<file path="src/rtl/sme_share_bank.sv">
// sme_share_bank
//   Holds the non-zero shares (banks 1..SMAX-1) of a masked register file.
//   Share 0 lives in the core GPR file; this block only stores the extra
//   shares, lets the core read/write them alongside the GPRs, streams one
//   register's shares out (store) or in (load), and can zeroise every bank.
//
// Ports
//   g_clk, g_resetn          clock, asynchronous active-low reset
//   g_clk_req                request the clock (activity pending or in progress)
//   smectl_d                 number of shares in use (clamped to SMAX)
//   flush                    abort an in-progress store/load
//   rs1_addr/rs2_addr        combinational read addresses
//   rs1_shares/rs2_shares    read data, bank k in slice k-1
//   rd_wen/rd_addr/rd_wdata  core write port, same slicing
//   xfer_start/dir/addr      start a store (dir=0) or load (dir=1) of one register
//   xfer_busy/xfer_done      transfer/clear active, one-cycle completion pulse
//   st_valid/ready/data/last store stream (bank 1 first)
//   ld_valid/ready/data      load stream (bank 1 first)
//   clr_req/clr_busy         zeroise all banks, one register per cycle
module sme_share_bank #(
    parameter int XLEN = 32,
    parameter int SMAX = 4,
    parameter int NREG = 16,
    localparam int AW = (NREG > 1) ? $clog2(NREG) : 1,
    localparam int SW = (SMAX - 1) * XLEN
) (
    input  logic            g_clk,
    input  logic            g_resetn,
    output logic            g_clk_req,
    input  logic [3:0]      smectl_d,
    input  logic            flush,
    input  logic [AW-1:0]   rs1_addr,
    input  logic [AW-1:0]   rs2_addr,
    output logic [SW-1:0]   rs1_shares,
    output logic [SW-1:0]   rs2_shares,
    input  logic            rd_wen,
    input  logic [AW-1:0]   rd_addr,
    input  logic [SW-1:0]   rd_wdata,
    input  logic            xfer_start,
    input  logic            xfer_dir,
    input  logic [AW-1:0]   xfer_addr,
    output logic            xfer_busy,
    output logic            xfer_done,
    output logic            st_valid,
    input  logic            st_ready,
    output logic [XLEN-1:0] st_data,
    output logic            st_last,
    input  logic            ld_valid,
    output logic            ld_ready,
    input  logic [XLEN-1:0] ld_data,
    input  logic            clr_req,
    output logic            clr_busy
);

    typedef enum logic [1:0] {
        S_IDLE  = 2'd0,
        S_STORE = 2'd1,
        S_LOAD  = 2'd2,
        S_CLEAR = 2'd3
    } state_t;

    state_t          r_state;
    logic [3:0]      r_k;       // share index being transferred
    logic [3:0]      r_de;      // share count latched at transfer start
    logic [AW-1:0]   r_addr;    // register being transferred
    logic [AW-1:0]   r_cnt;     // clear sweep counter
    logic            r_done;

    logic [3:0]      w_de;
    logic            w_k_last;
    logic [AW-1:0]   w_wr_addr;
    logic [XLEN-1:0] w_st_word [SMAX-1];
    logic [XLEN-1:0] w_st_data;

    // Effective share count: values above SMAX behave as SMAX.
    assign w_de     = (smectl_d > 4'(SMAX)) ? 4'(SMAX) : smectl_d;
    assign w_k_last = (r_k == (r_de - 4'd1));

    always_ff @(posedge g_clk or negedge g_resetn) begin
        if (!g_resetn) begin
            r_state <= S_IDLE;
            r_k     <= '0;
            r_de    <= '0;
            r_addr  <= '0;
            r_cnt   <= '0;
            r_done  <= 1'b0;
        end else begin
            r_done <= 1'b0;
            case (r_state)
                S_IDLE: begin
                    if (clr_req) begin
                        r_state <= S_CLEAR;
                        r_cnt   <= '0;
                    end else if (xfer_start) begin
                        if (w_de >= 4'd2) begin
                            r_state <= xfer_dir ? S_LOAD : S_STORE;
                            r_addr  <= xfer_addr;
                            r_de    <= w_de;
                            r_k     <= 4'd1;
                        end else begin
                            // Nothing to move with one share: complete at once.
                            r_done <= 1'b1;
                        end
                    end
                end
                S_STORE: begin
                    if (flush) begin
                        r_state <= S_IDLE;
                        r_k     <= '0;
                    end else if (st_ready) begin
                        if (w_k_last) begin
                            r_state <= S_IDLE;
                            r_k     <= '0;
                            r_done  <= 1'b1;
                        end else begin
                            r_k <= r_k + 4'd1;
                        end
                    end
                end
                S_LOAD: begin
                    if (flush) begin
                        r_state <= S_IDLE;
                        r_k     <= '0;
                    end else if (ld_valid) begin
                        if (w_k_last) begin
                            r_state <= S_IDLE;
                            r_k     <= '0;
                            r_done  <= 1'b1;
                        end else begin
                            r_k <= r_k + 4'd1;
                        end
                    end
                end
                S_CLEAR: begin
                    if (r_cnt == AW'(NREG - 1)) begin
                        r_state <= S_IDLE;
                        r_cnt   <= '0;
                    end else begin
                        r_cnt <= r_cnt + 1'b1;
                    end
                end
                default: r_state <= S_IDLE;
            endcase
        end
    end

    // The write sources are exclusive by state, so one shared address suffices.
    always_comb begin
        w_wr_addr = rd_addr;
        case (r_state)
            S_LOAD:  w_wr_addr = r_addr;
            S_CLEAR: w_wr_addr = r_cnt;
            default: w_wr_addr = rd_addr;
        endcase
    end

    generate
        for (genvar gi = 0; gi < SMAX - 1; gi++) begin : g_bank
            logic [XLEN-1:0] r_mem [NREG];
            logic            w_wr_en;
            logic [XLEN-1:0] w_wr_data;

            always_comb begin
                w_wr_en   = 1'b0;
                w_wr_data = rd_wdata[gi*XLEN +: XLEN];
                case (r_state)
                    S_IDLE, S_STORE: begin
                        // Bank gi+1 is active when it is below the share count.
                        w_wr_en = rd_wen && (4'(gi + 1) < w_de);
                    end
                    S_LOAD: begin
                        w_wr_en   = ld_valid && !flush && (r_k == 4'(gi + 1));
                        w_wr_data = ld_data;
                    end
                    S_CLEAR: begin
                        w_wr_en   = 1'b1;
                        w_wr_data = '0;
                    end
                    default: w_wr_en = 1'b0;
                endcase
            end

            // Register-based storage: the bank must clear on asynchronous reset.
            always_ff @(posedge g_clk or negedge g_resetn) begin
                if (!g_resetn) begin
                    for (int i = 0; i < NREG; i++) begin
                        r_mem[i] <= '0;
                    end
                end else if (w_wr_en) begin
                    r_mem[w_wr_addr] <= w_wr_data;
                end
            end

            assign rs1_shares[gi*XLEN +: XLEN] = r_mem[rs1_addr];
            assign rs2_shares[gi*XLEN +: XLEN] = r_mem[rs2_addr];
            assign w_st_word[gi]               = r_mem[r_addr];
        end
    endgenerate

    always_comb begin
        w_st_data = '0;
        for (int b = 1; b < SMAX; b++) begin
            if (st_valid && (r_k == 4'(b))) begin
                w_st_data = w_st_word[b-1];
            end
        end
    end

    assign xfer_busy = (r_state != S_IDLE);
    assign clr_busy  = (r_state == S_CLEAR);
    assign st_valid  = (r_state == S_STORE);
    assign st_last   = st_valid && w_k_last;
    assign st_data   = w_st_data;
    assign ld_ready  = (r_state == S_LOAD);
    assign xfer_done = r_done;
    assign g_clk_req = xfer_busy || rd_wen || xfer_start || clr_req;

endmodule

</file>
<file path="config.mk">
export PLATFORM = sky130hd
export DESIGN_NAME = sme_share_bank
export DESIGN_NICKNAME = d
export VERILOG_FILES = /design/src/rtl/sme_share_bank.sv
export SDC_FILE = /design/constraint.sdc
export NUM_CORES = 2
export LEC_CHECK = 0
export CAP_MARGIN = 20
export CORE_UTILIZATION = 55
export DETAILED_ROUTE_END_ITERATION = 7
export DONT_BUFFER_PORTS = 1
export HOLD_SLACK_MARGIN = 0.15
export PLACE_DENSITY = 0.72
export SYNTH_ARGS = -nofsm -noshare
export SYNTH_HDL_FRONTEND = slang
export SYNTH_SLANG_ARGS = --single-unit
</file>
<file path="constraint.sdc">
create_clock -name g_clk -period 3.75 [get_ports g_clk]
set_input_delay 0.75 -clock g_clk [delete_from_list [all_inputs] [get_ports g_clk]]
set_output_delay 0.75 -clock g_clk [all_outputs]
set_load 0.02 [all_outputs]
</file>
==> results.md <==
Run status:
- The flow ran to the end, but the final reports show violations.
- The final reports fail on slew limit, setup timing.

Setup path:
- On the critical path, the stage with the largest delay is an instance of sky130_fd_sc_hd__mux4_2.
- On the critical path the largest part of the delay comes from multiplexers.
- The critical path data arrival time is 3.84 ns.
- The start of the worst register-to-register path is r_addr[0]$_DFFE_PN0P_.
- The worst setup path is captured at an output pin.
- The buffering stage count on the worst path with inverters included is 0.
- The sort of element at the start of the critical path is an input pin.
- For the worst setup path, the data required time is 3.00 ns.
- Along the worst path, the maximum fanout reaches 384.
- The critical path in this run is classified as in2out.
- The worst register-to-register path ends at g_bank[2].r_mem[502]$_DFFE_PN0P_.
- The library cell appearing most often on the critical path is sky130_fd_sc_hd__mux4_2.
- The worst register-to-register path has a depth of 9.
- Walking the worst path, the cells encountered are mux4_2 -> mux4_2.
- The register-to-register path setup slack is 0.21 ns.
- The delay of the slowest critical-path stage is 1.33 ns.

Drt:
- The post-detailed-route DRC marker count is 0.
- In the routed layout, each cell is associated on average with a via count of 7.49.
- Once detail routing completed, the nets flagged for antenna violations numbered 0.
- For this run, the detailed router's first-pass iteration total came to 6.
- The via total after detailed routing is 68100.
- The total wire length is 331000 um.
- The count of routing violations after the opening detailed-route iteration is 8757.
- The wire length per cell after detailed routing is 36.4 um.

Timing:
- The count of final max-slew check failures is 634.
- After layout, the worst path uses 122% of the clock period.
- Across all setup checks in the final design, the least slack found is -0.840 ns.
- The shortest clock period the worst path allows after layout is 4.59 ns.
- Setup repair after global routing could not meet its margin everywhere.
- The worst setup skew after layout is 0.0351 ns.
- The total of endpoints with negative setup slack in the final report is 173.
- The transition time at the pin with the least slew margin is 2.49 ns.
- The setup total negative slack is -86.17 ns.
- The final-report hold violation count is 0.
- Measured against its own limit, the worst slew margin works out to -65.8%.
- Based on the critical path, the design can be clocked at up to 0.218 GHz.

Finish:
- The multi-input combinational cells in the finished layout cover a total of 52400 sq um.
- The proportion of layout cells with a drive suffix above 1 is 37.4%.
- Compared with the post-synthesis result, the final layout area differs by 13.8%.
- For this run, the number of standard cells in the final layout without fillers is 9087.
- The register area is 38900 sq um.
- For this run, the post-layout net count is 6860.
- The leading cell type in the layout, fill and taps excluded is sky130_fd_sc_hd__dfrtp_1.
- The final-layout fill cell count is 11900.
- In the layout the commonest cells are sky130_fd_sc_hd__dfrtp_1 (1550), sky130_fd_sc_hd__mux4_2 (1289), sky130_fd_sc_hd__nor2_1 (809).

Worst hold path:
- The cell count of the worst hold path is 2.
- The end of the worst hold path is r_cnt[0]$_DFFE_PN0P_.
- The origin of the worst min-delay path is clr_req.
- The worst hold-check path type is in2reg.

Yosys:
- The average instance area after synthesis is 13.9 sq um.
- For this run, asynchronously set or reset flops after synthesis account for 100%.
- Synthesis inferred 1555 register bits.
- By area the synthesized netlist is led by sky130_fd_sc_hd__dfrtp_1 (42%), sky130_fd_sc_hd__mux4_2 (31%), sky130_fd_sc_hd__mux2_1 (5.5%).
- The mapped netlist covers 93500 sq um.
- The number of nets handed over by synthesis was 6876.
- During synthesis, Yosys emitted a total of 0 warnings.
- The number of distinct standard cells referenced by the synthesized netlist is 60.
- In the synthesized netlist the dominant register cell turns out to be sky130_fd_sc_hd__dfrtp_1.
- Summing the sequential cell areas from Yosys gives 41.6% of the chip area.
- Of the post-synthesis cell area, the dominant cell type holds 41.6%.
- Of all cell types, the one taking the most synthesized area is sky130_fd_sc_hd__dfrtp_1.
- The synthesized design contains 0 enable-type register cells.
- The number of instances in the synthesized netlist is 6710.

Die:
- The die is 414 um tall.
- From left edge to right edge, the die measures 414 um.
- Once the floorplan was initialized, standard cells occupied 55.6% of the core.
- The die area is 172000 sq um.
- In this run the standard cell core region covers 168000 sq um.
- 388 I/O pins were placed.
- The total number of placement rows is 150.

Pwr:
- In this run the power spent charging and discharging nets is 41000 uW.
- The internal power component is 60900 uW.
- The clock power share is 17.2%.
- Of the total power, the share spent switching nets is 40.3%.
- The total power divided by cell area is 957 nW/um^2.
- The share of total power in sequential cells is 32.0%.
- The maximum vdd drop is 0.770 mV.
- The standby leakage power is 0.0431 uW.
- Combinational logic burns 50.8% of the power.

GRT:
- The global-route wire length before repair is 479000 um.
- The via count of the first global-routing pass is 68100.
- In the global route stage, overall resource usage came out at 38.5%.
- Summed over all layers, the global routing overflow is 0.
- The largest net degree at the start of global routing is 385.
- The initial antenna violation count is 43.

CTS:
- Clock latency on the worst-skew pair, taken at its later pin, is 0.87 ns.
- Clock-pin slew was measured on the worst setup and hold paths at 0.07 ns.
- The number of sinks handled by clock tree synthesis is 1555.
- The H-tree was split into 4 levels.
- The number of clock buffers added by TritonCTS is 170.
- The CTS tree is done.
- The CTS root buffer is sky130_fd_sc_hd__clkbuf_16.
- The clock passes through at most 3 buffers.

Placed design:
- The number of placed instances, taps included, is 8576.
- The half-perimeter wire length after placement is 191000 um.
- At the end of routability-driven placement, the weighted congestion stood at 0.889.
- In this run the tool buffered the top-level ports with 0 buffer cells.

Flow run:
- Max-cap violations in this run came to 0.
## synthesized netlist by cell type (all sizes together), types with 27 or more instances
| cell type | number |
|---|---|
| buf | 299 |
| nor3 | 27 |
| clkbuf | 391 |
| a21oi | 778 |
| mux2i | 218 |
| mux4 | 1289 |
| mux2 | 788 |
| nor2 | 835 |
| dfrtp | 1555 |
| a22oi | 142 |
| a311oi | 34 |
| inv | 44 |
| a22o | 68 |
| nand2 | 37 |
## repair_timing
| item | CTS | global route |
|---|---|---|
| pin swaps | 29 | 34 |
| cloned | 17 | 8 |
| gates resized for setup | 161 | 100 |
| hold buffers | 14 | 2 |
| endpoints found under the setup margin | 32 | 267 |
| endpoints found under the hold margin | 11 | 94 |
| setup buffers | 77 | 36 |
## registers in the layout, indices dropped and copies added (netlist names)
signal / cells
g_bank.r_mem: 1536
r_addr: 4
r_cnt: 4
r_de: 4
r_k: 4
r_state: 2
xfer_done: 1
## power groups by stage
stage / registers, uW / clock network (uW) / logic [uW]
after detailed placement: 32600 / 0 / 46400
final: 32600 / 17500 / 51800
after floorplan: 29800 / 0 / 33800
after global routing: 33800 / 18200 / 53600
after global placement: 31600 / 0 / 45400
after CTS: 32300 / 17500 / 49500
## logic make-up (layout without fill, tap and decap cells)
family | after synthesis | after routing | synth area share [%]
muxes | 2295 | 2295 | 42.9
DFF | 1555 | 1555 | 41.6
AOI/OAI and AO/OA | 1161 | 1161 | 7.72
and+or+nand+nor | 950 | 950 | 4.20
buffers and inverters | 734 | 848 | 3.38
adders and majority gates | 9 | 9 | 0.120
xor gates and xnor gates | 6 | 6 | 0.0562
other | 0 | 59 | 0
## through the flow
step / util (%) / power [uW] / hold WS (ns) / worst slack [ns] / instance area, sq um
after floorplan: - / 63600 / 0.454 / 0.168 / 93500
after global routing: 63.3 / 106000 / 0.286 / -0.509 / 106000
after detailed placement: 57.9 / 79000 / 0.455 / -0.233 / 97300
after CTS: 62.6 / 99300 / 0.171 / -0.484 / 105000
final: 63.3 / 102000 / 0.243 / -0.840 / 106000
after global placement: 57.9 / 77000 / 0.455 / -0.320 / 97300
## metal layers
layer	global-route usage, %	up-vias	wire [um]	share of wire (%)
met1	47.7	35600	110000	33
met2	56.5	4814	148000	45
met3	14.4	1229	45900	14
met5	0.0556	-	437	0.13
li1	-	26400	-	-
met4	26.0	34	27000	8.2
## how the worst max path moves through the flow
stage	cells past startpoint	endpoint	slack (ns)	from
after global routing	9	st_data[14]	-0.51	r_addr[0]$_DFFE_PN0P_
after floorplan	5	rs2_shares[12]	0.17	rs2_addr[0]
after global placement	7	st_data[0]	-0.32	r_addr[0]$_DFFE_PN0P_
after CTS	10	st_data[21]	-0.48	r_addr[0]$_DFFE_PN0P_
after detailed placement	3	g_bank[0].r_mem[132]$_DFFE_PN0P_	-0.23	g_resetn
final	2	rs2_shares[81]	-0.84	rs2_addr[0]
## final cells by class
| class | count | area share (%) |
|---|---|---|
| multi-input cells | 4421 | 49.2 |
| diodes | 59 | 0.139 |
| flip-flops and latches | 1555 | 36.6 |
| clock inverters | 62 | 0.796 |
| repair buffers | 502 | 5.90 |
| clock buffers | 240 | 4.62 |
| well taps | 2204 | 2.59 |
| inverters | 44 | 0.155 |
Note: power is estimated with default switching activity, not from simulation.
